--- config.mk ---
export PLATFORM = sky130hd
export DESIGN_NAME = panel_entry_ctrl
export DESIGN_NICKNAME = d
export VERILOG_FILES = /design/src/rtl/panel_entry_ctrl.sv
export SDC_FILE = /design/constraint.sdc
export NUM_CORES = 1
export LEC_CHECK = 0
export ABC_CLOCK_PERIOD_IN_PS = 5400
export CAP_MARGIN = 15
export CORE_AREA = 2 2 105 117
export DETAILED_ROUTE_END_ITERATION = 8
export DIE_AREA = 0 0 107 119
export PLACE_DENSITY = 0.76
export REMOVE_ABC_BUFFERS = 1
export SYNTH_ARGS = -nofsm -noshare
export SYNTH_HDL_FRONTEND = slang
export SYNTH_SLANG_ARGS = --single-unit
export TNS_END_PERCENT = 10
--- constraint.sdc ---
create_clock -name clk -period 5.4 [get_ports clk]
set_input_delay 0.81 -clock clk [delete_from_list [all_inputs] [get_ports clk]]
set_output_delay 0.81 -clock clk [all_outputs]
set_load 0.02 [all_outputs]
--- src/rtl/panel_entry_ctrl.sv ---
// Front-panel command sequencer: hex entry, panel address, memory and CPU-register handshakes.
// Optional `PANEL_AUTOREAD_EN adds a READ of addr after load, dec and a completed store.
`timescale 1ns/1ps

module panel_entry_ctrl #(
  parameter int ADDR_W      = 16,
  parameter int DATA_W      = 8,
  parameter int ACK_TIMEOUT = 255
) (
  input  logic              clk,
  input  logic              rst_n,
  input  logic [15:0]       key_hex,
  input  logic              key_load,
  input  logic              key_storeinc,
  input  logic              key_dec,
  input  logic [4:0]        key_reg,
  output logic [ADDR_W-1:0] entry,
  output logic [ADDR_W-1:0] addr,
  output logic [DATA_W-1:0] disp_data,
  output logic              busy,
  output logic              mem_req,
  output logic              mem_we,
  output logic [ADDR_W-1:0] mem_addr,
  output logic [DATA_W-1:0] mem_wdata,
  input  logic              mem_ack,
  input  logic [DATA_W-1:0] mem_rdata,
  output logic              reg_req,
  output logic [2:0]        reg_sel,
  output logic [ADDR_W-1:0] reg_wdata,
  input  logic              reg_ack,
  output logic              err
);

  localparam int CNT_W = $clog2(ACK_TIMEOUT + 1);

`ifdef PANEL_AUTOREAD_EN
  typedef enum logic [1:0] {IDLE, WRITE, READ, REG} state_t;
`else
  typedef enum logic [1:0] {IDLE, WRITE, REG} state_t;
`endif

  state_t           state;
  logic [CNT_W-1:0] tmo_cnt;
  logic             tmo_hit;

  assign tmo_hit = (tmo_cnt == CNT_W'(ACK_TIMEOUT - 1));

  function automatic logic [3:0] low_digit(input logic [15:0] k);
    low_digit = 4'd0;
    for (int i = 15; i >= 0; i--)
      if (k[i]) low_digit = 4'(i);
  endfunction

  function automatic logic [2:0] low_reg(input logic [4:0] k);
    low_reg = 3'd0;
    for (int i = 4; i >= 0; i--)
      if (k[i]) low_reg = 3'(i);
  endfunction

  // All outputs are registered; err is a single-cycle strobe cleared by default.
  always_ff @(posedge clk or negedge rst_n) begin
    if (!rst_n) begin
      state     <= IDLE;
      tmo_cnt   <= '0;
      entry     <= '0;
      addr      <= '0;
      disp_data <= '0;
      busy      <= 1'b0;
      mem_req   <= 1'b0;
      mem_we    <= 1'b0;
      mem_addr  <= '0;
      mem_wdata <= '0;
      reg_req   <= 1'b0;
      reg_sel   <= 3'd0;
      reg_wdata <= '0;
      err       <= 1'b0;
    end else begin
      err <= 1'b0;
      case (state)
        IDLE: begin
          if (key_storeinc) begin
            state     <= WRITE;
            busy      <= 1'b1;
            mem_req   <= 1'b1;
            mem_we    <= 1'b1;
            mem_addr  <= addr;
            mem_wdata <= entry[DATA_W-1:0];
            tmo_cnt   <= '0;
          end else if (key_load) begin
            addr  <= entry;
            entry <= '0;
`ifdef PANEL_AUTOREAD_EN
            state    <= READ;
            busy     <= 1'b1;
            mem_req  <= 1'b1;
            mem_we   <= 1'b0;
            mem_addr <= entry;
            tmo_cnt  <= '0;
`endif
          end else if (key_dec) begin
            addr <= addr - ADDR_W'(1);
`ifdef PANEL_AUTOREAD_EN
            state    <= READ;
            busy     <= 1'b1;
            mem_req  <= 1'b1;
            mem_we   <= 1'b0;
            mem_addr <= addr - ADDR_W'(1);
            tmo_cnt  <= '0;
`endif
          end else if (|key_reg) begin
            state     <= REG;
            busy      <= 1'b1;
            reg_req   <= 1'b1;
            reg_sel   <= low_reg(key_reg);
            reg_wdata <= entry;
            tmo_cnt   <= '0;
          end else if (|key_hex) begin
            entry <= {entry[ADDR_W-5:0], low_digit(key_hex)};
          end
        end

        WRITE: begin
          if (mem_ack) begin
            mem_req   <= 1'b0;
            disp_data <= mem_wdata;
            addr      <= addr + ADDR_W'(1);
            entry     <= '0;
            tmo_cnt   <= '0;
`ifdef PANEL_AUTOREAD_EN
            state <= READ;
`else
            state <= IDLE;
            busy  <= 1'b0;
`endif
          end else if (tmo_hit) begin
            mem_req <= 1'b0;
            err     <= 1'b1;
            state   <= IDLE;
            busy    <= 1'b0;
            tmo_cnt <= CNT_W'(ACK_TIMEOUT);
          end else begin
            tmo_cnt <= tmo_cnt + CNT_W'(1);
          end
        end

`ifdef PANEL_AUTOREAD_EN
        // After a write the request drops for one cycle before the read request rises.
        READ: begin
          if (!mem_req) begin
            mem_req  <= 1'b1;
            mem_we   <= 1'b0;
            mem_addr <= addr;
            tmo_cnt  <= '0;
          end else if (mem_ack) begin
            mem_req   <= 1'b0;
            disp_data <= mem_rdata;
            state     <= IDLE;
            busy      <= 1'b0;
          end else if (tmo_hit) begin
            mem_req <= 1'b0;
            err     <= 1'b1;
            state   <= IDLE;
            busy    <= 1'b0;
            tmo_cnt <= CNT_W'(ACK_TIMEOUT);
          end else begin
            tmo_cnt <= tmo_cnt + CNT_W'(1);
          end
        end
`endif

        REG: begin
          if (reg_ack) begin
            reg_req <= 1'b0;
            entry   <= '0;
            state   <= IDLE;
            busy    <= 1'b0;
          end else if (tmo_hit) begin
            reg_req <= 1'b0;
            err     <= 1'b1;
            state   <= IDLE;
            busy    <= 1'b0;
            tmo_cnt <= CNT_W'(ACK_TIMEOUT);
          end else begin
            tmo_cnt <= tmo_cnt + CNT_W'(1);
          end
        end

        default: begin
          state   <= IDLE;
          busy    <= 1'b0;
          mem_req <= 1'b0;
          reg_req <= 1'b0;
        end
      endcase
    end
  end

endmodule
==> parameters.txt, run 1 <==
Parameter                              Value

Run status
  Status ... finished, final reports clean

Detailed routing
  Number of DRC violations after detailed-routing iteration 0 ... 236
  Via count of the routed design ... 4394
  Via density ... 5.84
  Routed wirelength normalized by instance count ... 18.1 µm
  Residual DRC count ... 0
  Count of TritonRoute iterations in the first routing pass ... 5
  Residual antenna-violating net count after detailed routing ... 0
  Wire length reported by the detailed router ... 13600 µm

Run
  # Max-Cap Violations ... 0

Yosys
  Sequential area share after synthesis ... 48.0%
  Largest family of logic cells by synthesized area ... compound AO/OA/AOI/OAI gates
  Netlist area before placement ... 0.00510 mm²
  Area fraction in compound gates after synthesis ... 17.7%
  Synth warn ... 0
  Xor and xnor area share after synthesis ... 1.37%
  Adder and majority gate portion of the synthesized area ... 1.96%
  Syn Inst Count ... 495
  Seq cells post-synth ... 98
  Multiplexer area fraction after synthesis ... 10.1%
  Count of flip-flops with a built-in enable after synthesis ... 0
  Avg Synthesized Cell Area ... 10.3 µm²
  Primary flip-flop cell chosen by synthesis mapping ... sky130_fd_sc_hd__dfrtp_1
  Share of async-settable or async-resettable flops after synthesis ... 100%
  Simple-gate share of the synthesized area ... 16.3%
  Number of unique standard cell types used by synthesis ... 69

Setup path
  Highest cell delay on the worst timing path ... 790 ps
  Chain of cells forming the critical path ... clkdlybuf4s50_1 -> a211oi_2 -> nand2_1 -> mux2_1
  Category of the critical setup timing path ... primary input to register
  Crit path max-delay family ... buffers and inverters
  Slowest stage cell on the critical path ... sky130_fd_sc_hd__clkdlybuf4s50_1
  Capturing element type of the critical path ... register
  Crit path launch type ... primary input
  Highest fanout seen on the critical path ... 23
  WP data arrival ... 3420 ps
  WP data required ... 5630 ps
  CP Buf/Inv Count ... 1

Global route
  Antenna violations before repair ... 0
  Congestion Overflow GR ... 0
  Largest net degree at the start of global routing ... 67
  Global-route wire length before repair ... 22100 µm
  Via count of the first global-routing pass ... 4251
  Total Routing Usage GR ... 22.0%

Placement
  Pre-CTS setup slack ... 1880 ps
  Gpl congestion ... 0.907
  Count of input and output buffers ... 115
  DPL Wire Length ... 9680 µm

CTS
  Post-CTS Hold Buffers ... 0
  CTS H-Tree Depth ... 3
  Source-to-sink clock delay at the later pin of the worst-skew pair ... 350 ps
  Number of clock buffers inserted by TritonCTS ... 9
  Clock tree from TritonCTS ... done
  Buffer type at the clock tree root ... sky130_fd_sc_hd__clkbuf_16
  Clock sink count ... 98
  Clock transition at the registers of the reported paths ... 70 ps
  Number of buffers added for setup after CTS ... 0
  Maximum buffer depth of the clock tree ... 2
  Count of instances resized after the clock tree is built ... 0

Timing
  Final count of hold timing violations ... 0
  Slew at the pin with the worst max-slew slack ... 991 ps
  Final count of negative-setup-slack endpoints ... 0
  Number of pins exceeding their max-slew limit in the final report ... 0
  Peak Freq ... 314 MHz
  Relative slew slack ... 33.8%
  Tcrit/Tclk final ... 59.0%
  Clock period minus worst slack ... 3190 ps
  Skew final ... 5.05 ps
  Post-Route Setup TNS ... 0 ps
  Setup repair after global routing missed its margin ... no
  Final worst setup slack ... 2210 ps

Die
  Core area ... 0.0117 mm²
  Die Y-Extent ... 119 µm
  Ports ... 124
  Die area ... 0.0127 mm²
  Floorplan die width ... 107 µm
  Initial cell density of the core ... 43.6%
  Standard-cell row count ... 42

Cells and area
  Syn-to-layout area delta ... 30.1%
  Final net count ... 637
  Leading cell types in the layout, fill and taps excluded ... sky130_fd_sc_hd__clkdlybuf4s50_1 (114), sky130_fd_sc_hd__dfrtp_1 (98), sky130_fd_sc_hd__nand2_1 (37), sky130_fd_sc_hd__nor2_1 (37), sky130_fd_sc_hd__mux2_2 (32)
  Leading cell type in the layout, fill and taps excluded ... sky130_fd_sc_hd__clkdlybuf4s50_1
  Total inserted antenna cells ... 0
  Core Util, Final ... 56.7%
  Ratio of cells with drive above 1 in the final layout ... 11.0%

Worst hold path
  Class of the worst hold path ... primary input to asynchronous set/reset pin

Pwr
  Worst vdd rail ir drop ... 0.000257 V
  Leakage power ... 0.00288 µW
  Total power per unit cell area ... 493 mW/mm²
[final cells by class]
class,instances,area [µm²]
clock buffers,11,253
clock inverters,5,85.1
fillers,1028,5080
inverters,17,63.8
multi-input cells,349,2420
flip-flops and latches,98,2450
well taps,154,193
repair buffers,118,1170
[sequential cells by signal, summed over array words and instances (netlist names), 2 cells and up]
signal     cells
addr          16
entry         16
mem_addr      16
reg_wdata     16
disp_data      8
mem_wdata      8
tmo_cnt        8
reg_sel        3
state          2
[per-layer routing]
layer / track usage, % / vias to the layer above / wire length, µm
li1: - / 2038 / -
met5: 0 / - / 0
met2: 36.0 / 173 / 6670
met4: 9.17 / 0 / 215
met1: 28.8 / 2162 / 5880
met3: 3.78 / 21 / 869
[path summary, 6_finish.rpt]
| path | from | to | slack [ps] | depth (start not counted) |
|---|---|---|---|---|
| min in group clk | mem_we$_DFFE_PN0P_ | mem_we$_DFFE_PN0P_ | 480 | 1 |
| worst max-delay path | key_load | reg_wdata[10]$_DFFE_PN0P_ | 2210 | 4 |
| worst min register to register | mem_we$_DFFE_PN0P_ | mem_we$_DFFE_PN0P_ | 480 | 1 |
| worst min-delay path | rst_n | mem_addr[1]$_DFFE_PN0P_ | 390 | 1 |
| max in group asynchronous | rst_n | entry[8]$_DFFE_PN0P_ | 3850 | 2 |
| worst max register to register | state[1]$_DFFE_PN0P_ | addr[13]$_DFFE_PN0P_ | 2480 | 7 |
[cells in the mapped netlist (all sizes together) (4+ instances only)]
cell type | n | share of area, %
o22a | 6 | 1.0
ha | 8 | 2.0
nor2b | 4 | 0.49
a22o | 13 | 2.2
nor3 | 12 | 1.2
nand3 | 13 | 1.3
o31ai | 7 | 1.0
a21oi | 22 | 2.2
nand4 | 8 | 0.98
nand2 | 37 | 2.7
xnor2 | 6 | 1.0
mux2 | 45 | 9.9
inv | 16 | 1.2
and3 | 11 | 1.4
nor2 | 37 | 2.7
o211ai | 7 | 1.1
dfrtp | 98 | 48
a31oi | 10 | 1.2
and4 | 5 | 0.86
buf | 17 | 2.2
nor4 | 12 | 2.0
a211oi | 5 | 0.83
clkbuf | 14 | 1.1
o21ai | 30 | 3.0
[stage by stage]
| step | instance area (µm²) | cells | total power (µW) | hold slack [ps] |
|---|---|---|---|---|
| 2_1_floorplan | 4940 | 464 | 1950 | 474 |
| 3_5_place_dp | 6300 | 736 | 2570 | 466 |
| 3_3_place_gp | 6300 | 736 | 2530 | 451 |
| 4_1_cts | 6640 | 752 | 3290 | 408 |
| 6_report | 6640 | 752 | 3270 | 394 |
| 5_1_grt | 6640 | 752 | 3470 | 432 |
[report_power, final]
group	leakage [µW]	internal [µW]	total, µW	switching [µW]
Sequential	0.00130	908	1160	256
Clock	0.000162	434	718	284
Combinational	0.00142	627	1390	763
[cell families (layout without fill, tap and decap cells)]
logic type / Yosys count / in the layout
and+or+nand+nor: 157 / 157
AOI/OAI and AO/OA: 130 / 130
DFF: 98 / 98
buffers and inverters: 48 / 151
muxes: 46 / 46
adders and majority gates: 8 / 8
xor gates and xnor gates: 8 / 8
Note: power is estimated with default switching activity, not from simulation.
==> run 2, diff against run 1 <==
Settings changed: ABC_CLOCK_PERIOD_IN_PS 5400 to 3200.
Clock period 5.4 ns to 3.2 ns, I/O delays scaled along.
==> run 2 against run 1 <==
Compared with the run above:
- largest cell class unchanged
- final area grew 0.36%
- clock-buffer cell count unchanged
- critical endpoint is now entry[13]$_DFFE_PN0P_
- routed wire length up 1.1%
- global-route usage up 0.49 points
==> parameters.txt, run 2 (synthesized netlist as in run 1, its figures left out) <==
Parameter                              Value

Pwr
  Total power per unit cell area ... 820 mW/mm² (was 493 mW/mm²)
  Leakage power ... 0.00290 µW (was 0.00288 µW)
  Worst vdd rail ir drop ... 0.000402 V (was 0.000257 V)

Detailed routing
  Residual antenna-violating net count after detailed routing ... 0 (unchanged)
  Count of TritonRoute iterations in the first routing pass ... 5 (unchanged)
  Number of DRC violations after detailed-routing iteration 0 ... 262 (was 236)
  Via count of the routed design ... 4415 (was 4394)
  Via density ... 5.82 (was 5.84)
  Residual DRC count ... 0 (unchanged)
  Routed wirelength normalized by instance count ... 18.2 µm (was 18.1 µm)
  Wire length reported by the detailed router ... 13800 µm (was 13600 µm)

Timing
  Tcrit/Tclk final ... 76.0%
  Peak Freq ... 411 MHz
  Slew at the pin with the worst max-slew slack ... 687 ps (was 991 ps)
  Final count of negative-setup-slack endpoints ... 0 (unchanged)
  Setup repair after global routing missed its margin ... no (unchanged)
  Clock period minus worst slack ... 2430 ps
  Post-Route Setup TNS ... 0 ps (unchanged)
  Final count of hold timing violations ... 0 (unchanged)
  Relative slew slack ... 54.1% (was 33.8%)
  Skew final ... 5.30 ps (was 5.05 ps)
  Number of pins exceeding their max-slew limit in the final report ... 0 (unchanged)

Global route
  Congestion Overflow GR ... 0 (unchanged)
  Global-route wire length before repair ... 22500 µm (was 22100 µm)
  Via count of the first global-routing pass ... 4283 (was 4251)
  Largest net degree at the start of global routing ... 52 (was 67)
  Antenna violations before repair ... 0 (unchanged)
  Total Routing Usage GR ... 22.5% (was 22.0%)

Setup path
  WP data arrival ... 2710 ps (was 3420 ps)
  Highest cell delay on the worst timing path ... 570 ps (was 790 ps)
  Category of the critical setup timing path ... primary input to register (unchanged)
  Crit. Startpoint ... key_hex[3] (was key_load)
  Number of cells traversed by the worst register-to-register path ... 5 (was 7)
  Crit path launch type ... primary input (unchanged)
  Chain of cells forming the critical path ... clkdlybuf4s50_1 -> nor4_1 -> and4_1 -> nor3_1 -> o211ai_2 -> a22o_1 (was clkdlybuf4s50_1 -> a211oi_2 -> nand2_1 -> mux2_1)
  WP data required ... 3480 ps (was 5630 ps)
  Slowest stage cell on the critical path ... sky130_fd_sc_hd__o211ai_2 (was sky130_fd_sc_hd__clkdlybuf4s50_1)
  Highest fanout seen on the critical path ... 16 (was 23)
  Reg-to-Reg Start ... addr[2]$_DFFE_PN0P_ (was state[1]$_DFFE_PN0P_)
  Capturing element type of the critical path ... register (unchanged)
  Setup slack of the most critical reg-to-reg path ... 930 ps (was 2480 ps)
  R2R Path End ... addr[15]$_DFFE_PN0P_ (was addr[13]$_DFFE_PN0P_)

Worst hold path
  Class of the worst hold path ... primary input to asynchronous set/reset pin (unchanged)

Cells and area
  Final net count ... 643 (was 637)
  Total inserted antenna cells ... 0 (unchanged)
  Ratio of cells with drive above 1 in the final layout ... 11.8% (was 11.0%)
  Core Util, Final ... 56.9% (was 56.7%)
  Leading cell types in the layout, fill and taps excluded ... sky130_fd_sc_hd__clkdlybuf4s50_1 (114), sky130_fd_sc_hd__dfrtp_1 (98), sky130_fd_sc_hd__nand2_1 (37), sky130_fd_sc_hd__nor2_1 (37), sky130_fd_sc_hd__mux2_2 (32) (unchanged)
  Syn-to-layout area delta ... 30.6% (was 30.1%)
  Leading cell type in the layout, fill and taps excluded ... sky130_fd_sc_hd__clkdlybuf4s50_1 (unchanged)

Die
  Floorplan die width ... 107 µm (unchanged)
  Die area ... 0.0127 mm² (unchanged)
  Ports ... 124 (unchanged)
  Initial cell density of the core ... 43.6% (unchanged)
  Die Y-Extent ... 119 µm (unchanged)
  Standard-cell row count ... 42 (unchanged)
  Core area ... 0.0117 mm² (unchanged)

CTS
  CTS H-Tree Depth ... 3 (unchanged)
  Number of buffers added for setup after CTS ... 0 (unchanged)
  Clock transition at the registers of the reported paths ... 70 ps (about the same)
  Clock tree from TritonCTS ... done (unchanged)
  Count of instances resized after the clock tree is built ... 0 (unchanged)
  Clock sink count ... 98 (unchanged)
  Maximum buffer depth of the clock tree ... 2 (unchanged)
  Number of clock buffers inserted by TritonCTS ... 9 (unchanged)
  Source-to-sink clock delay at the later pin of the worst-skew pair ... 350 ps (about the same)
  Post-CTS Hold Buffers ... 0 (unchanged)
  Buffer type at the clock tree root ... sky130_fd_sc_hd__clkbuf_16 (unchanged)

Run status
  Status ... finished, final reports clean (unchanged)

Placement
  Count of input and output buffers ... 115 (unchanged)
  Gpl congestion ... 0.896 (was 0.907)
  DPL Wire Length ... 9740 µm (was 9680 µm)

Run
  # Max-Cap Violations ... 0 (unchanged)
run 2: cell types whose count changed in the layout (fill, tap and decap cells not counted), sizes merged:
cell,change
buf,+6
bufinv,-1
clkinv,+1
clkinvlp,-1
inv,+1
run 2: final cells by class:
cell class / instances / area [µm²]
clock buffers: 11 / 243
repair buffers: 124 / 1230
fillers: 992 / 5050
multi-input cells: 349 / 2420
flip-flops and latches: 98 / 2450
inverters: 17 / 63.8
clock inverters: 5 / 61.3
well taps: 154 / 193
run 2: worst max path at each step:
stage | to | slack [ps] | depth (start not counted)
2_1_floorplan | addr[11]$_DFFE_PN0P_ | 800 | 7
3_3_place_gp | tmo_cnt[5]$_DFFE_PN0P_ | 530 | 6
3_5_place_dp | entry[3]$_DFFE_PN0P_ | 440 | 6
4_1_cts | entry[3]$_DFFE_PN0P_ | 800 | 6
5_1_grt | entry[3]$_DFFE_PN0P_ | 570 | 6
6_report | entry[13]$_DFFE_PN0P_ | 770 | 6
run 2: where the power goes:
group          switching [µW]  internal, µW
combinational            1290          1090
clock                     475           633
sequential                440          1530
total                    2200          3260
run 2: worst max-delay path, delay by kind of cell:
family / cells / cell delay [ps]
buffers and inverters: 1 / 460
AO/OA/AOI/OAI: 2 / 830
AND/OR/NAND/NOR: 3 / 940
run 2: per-layer routing:
layer | track usage (%) | share of wire (%) | routed length (µm) | up-vias
met1 | 30.6 | 43 | 5960 | 2181
met3 | 4.32 | 6.2 | 860 | 22
met4 | 8.20 | 1.8 | 252 | 0
met5 | 0 | 0 | 0 | -
met2 | 35.7 | 49 | 6710 | 163
li1 | - | - | - | 2049
run 2: metrics by stage:
step | instances | setup WS, ps | hold WS (ps) | instance area (µm²) | total power, µW
floorplan | 464 | 797 | 184 | 4940 | 3280
global placement | 742 | 532 | 452 | 6360 | 4300
detailed placement | 742 | 440 | 461 | 6360 | 4380
CTS | 758 | 799 | 177 | 6670 | 5500
global route | 758 | 573 | 211 | 6670 | 5810
finish | 758 | 769 | 152 | 6670 | 5460
==> run 3, diff against run 2 <==
Settings changed: ABC_CLOCK_PERIOD_IN_PS 3200 to 2500.
Clock period 3.2 ns to 2.5 ns, I/O delays scaled along.
==> run 3 against run 2 <==
Compared with the run above:
- critical path type is now register to register
- combinational power rose by 37%
- first-iteration DRC count rose by 12%
- largest cell class unchanged
- largest power group unchanged
- via count is 1.7% higher
- power up 30%
- the flow now finishes with violations (negative hold slack)
- sequential share of layout area shrank 0.70 points
- highest routed layer unchanged
==> parameters.txt, run 3 (synthesized netlist as in run 1, its figures left out) <==
Parameter                              Value

Setup path
  WP data arrival ... 2450 ps (was 2710 ps)
  Crit path launch type ... register (was primary input)
  Category of the critical setup timing path ... register to register (was primary input to register)
  CP Buf/Inv Count ... 1 (unchanged)
  Slowest stage cell on the critical path ... sky130_fd_sc_hd__a211o_1 (was sky130_fd_sc_hd__o211ai_2)
  Capturing element type of the critical path ... register (unchanged)
  WP data required ... 2710 ps (was 3480 ps)
  Chain of cells forming the critical path ... inv_1 -> ha_1 -> nor2b_1 -> a211o_1 -> nor4_1 -> a31oi_1 -> o2111ai_1 (was clkdlybuf4s50_1 -> nor4_1 -> and4_1 -> nor3_1 -> o211ai_2 -> a22o_1)
  Crit path max-delay family ... compound AO/OA/AOI/OAI gates (was simple AND/OR/NAND/NOR gates)
  Highest fanout seen on the critical path ... 15 (was 16)
  Highest cell delay on the worst timing path ... 520 ps (was 570 ps)

Global route
  Largest net degree at the start of global routing ... 65 (was 52)
  Antenna violations before repair ... 0 (unchanged)
  Via count of the first global-routing pass ... 4285 (was 4283)
  Congestion Overflow GR ... 0 (unchanged)
  Global-route wire length before repair ... 22300 µm (was 22500 µm)
  Total Routing Usage GR ... 22.1% (was 22.5%)

Timing
  Clock period minus worst slack ... 2240 ps
  Worst-case hold slack ... -15.3 ps (was 152 ps)
  Setup repair after global routing missed its margin ... no (unchanged)
  Final count of hold timing violations ... 25 (was 0)
  Skew final ... 4.48 ps (was 5.30 ps)
  Peak Freq ... 446 MHz
  Slew at the pin with the worst max-slew slack ... 675 ps (was 687 ps)
  Post-Route Setup TNS ... 0 ps (unchanged)
  Final count of negative-setup-slack endpoints ... 0 (unchanged)
  Tcrit/Tclk final ... 89.8%
  Relative slew slack ... 54.8% (was 54.1%)
  Number of pins exceeding their max-slew limit in the final report ... 0 (unchanged)

Cells and area
  Ratio of cells with drive above 1 in the final layout ... 13.9% (was 11.8%)
  Total inserted antenna cells ... 0 (unchanged)
  Leading cell type in the layout, fill and taps excluded ... sky130_fd_sc_hd__clkdlybuf4s50_1 (unchanged)
  Syn-to-layout area delta ... 33.1% (was 30.6%)
  Number of cells in the finished layout apart from fillers ... 772 (was 758)
  Leading cell types in the layout, fill and taps excluded ... sky130_fd_sc_hd__clkdlybuf4s50_1 (114), sky130_fd_sc_hd__dfrtp_1 (98), sky130_fd_sc_hd__nand2_1 (37), sky130_fd_sc_hd__nor2_1 (37), sky130_fd_sc_hd__mux2_2 (32) (unchanged)
  Count of fill cells added during filler insertion ... 998 (was 992)
  Final net count ... 657 (was 643)
  Cell area after layout ... 0.00680 mm² (was 0.00667 mm²)

CTS
  Number of clock buffers inserted by TritonCTS ... 9 (unchanged)
  Count of instances resized after the clock tree is built ... 0 (unchanged)
  Clock transition at the registers of the reported paths ... 70 ps (about the same)
  Clock tree from TritonCTS ... done (unchanged)
  Clock sink count ... 98 (unchanged)
  Buffer type at the clock tree root ... sky130_fd_sc_hd__clkbuf_16 (unchanged)
  Source-to-sink clock delay at the later pin of the worst-skew pair ... 340 ps (was 350 ps)
  Maximum buffer depth of the clock tree ... 2 (unchanged)
  Post-CTS Hold Buffers ... 0 (unchanged)
  Number of buffers added for setup after CTS ... 0 (unchanged)
  CTS H-Tree Depth ... 3 (unchanged)

Die
  Standard-cell row count ... 42 (unchanged)
  Floorplan die width ... 107 µm (unchanged)
  Die area ... 0.0127 mm² (unchanged)
  Ports ... 124 (unchanged)
  Core area ... 0.0117 mm² (unchanged)
  Initial cell density of the core ... 43.6% (unchanged)
  Die Y-Extent ... 119 µm (unchanged)

Placement
  Gpl congestion ... 0.909 (was 0.896)
  Placed cells ... 756 (was 742)
  DPL Wire Length ... 9680 µm (was 9740 µm)
  Placed instance area ... 0.00649 mm² (was 0.00636 mm²)
  Count of input and output buffers ... 115 (unchanged)

Detailed routing
  Via density ... 5.81 (was 5.82)
  Count of TritonRoute iterations in the first routing pass ... 5 (unchanged)
  Routed wirelength normalized by instance count ... 17.7 µm (was 18.2 µm)
  Residual DRC count ... 0 (unchanged)
  Via count of the routed design ... 4488 (was 4415)
  Residual antenna-violating net count after detailed routing ... 0 (unchanged)
  Wire length reported by the detailed router ... 13700 µm (was 13800 µm)
  Number of DRC violations after detailed-routing iteration 0 ... 294 (was 262)

Worst hold path
  Class of the worst hold path ... primary input to asynchronous set/reset pin (unchanged)

Pwr
  Total power after layout ... 7120 µW (was 5460 µW)
  Total power per unit cell area ... 1050 mW/mm² (was 820 mW/mm²)
  Worst vdd rail ir drop ... 0.000508 V (was 0.000402 V)
  Leakage power ... 0.00298 µW (was 0.00290 µW)

Run status
  Violations in the final reports ... negative hold slack
  Status ... complete, but fails checks (was finished, final reports clean)

Run
  # Max-Cap Violations ... 0 (unchanged)
run 3: layout make-up:
cell class	count	area [µm²]	area share [%]
inverters	17	63.8	0.939
flip-flops and latches	98	2450	36.1
clock buffers	10	239	3.52
repair buffers	138	1360	20.0
well taps	154	193	2.84
clock inverters	6	65.1	0.957
multi-input cells	349	2420	35.7
run 3: metal layers:
metal | global-route usage [%] | up-vias | share of wire (%)
met3 | 5.25 | 22 | 7.3
met2 | 36.1 | 184 | 49
met1 | 29.0 | 2203 | 42
li1 | - | 2079 | -
met5 | 0 | - | 0
met4 | 7.22 | 0 | 1.7
run 3: path summary, 6_finish.rpt:
check                                startpoint                  endpoint  slack [ps]  cells past startpoint
min in group clk             mem_we$_DFFE_PN0P_        mem_we$_DFFE_PN0P_         460                      1
hold reg to reg              mem_we$_DFFE_PN0P_        mem_we$_DFFE_PN0P_         460                      1
hold / removal                            rst_n    tmo_cnt[3]$_DFFE_PN0P_         -20                      1
max in group asynchronous                 rst_n  disp_data[6]$_DFFE_PN0P_        1840                      2
setup / recovery           state[1]$_DFFE_PN0P_       addr[8]$_DFFE_PN0P_         260                      7
setup reg to reg           state[1]$_DFFE_PN0P_       addr[8]$_DFFE_PN0P_         260                      7
run 3: metrics by stage:
stage | hold slack [ps] | setup WS, ps | util (%)
2_1_floorplan | 79.4 | 97.4 | -
3_3_place_gp | 365 | 70.5 | 55.4
3_5_place_dp | 371 | -51.7 | 55.4
4_1_cts | 3.45 | 286 | 58.0
5_1_grt | 11.9 | 85.3 | 58.0
6_report | -15.3 | 256 | 58.0
run 3: power by group:
| part | total, µW | switching [µW] | leakage [µW] | internal (µW) |
|---|---|---|---|---|
| Sequential | 2430 | 464 | 0.00130 | 1960 |
| Combinational | 3270 | 1780 | 0.00153 | 1490 |
| Clock | 1420 | 617 | 0.000149 | 805 |
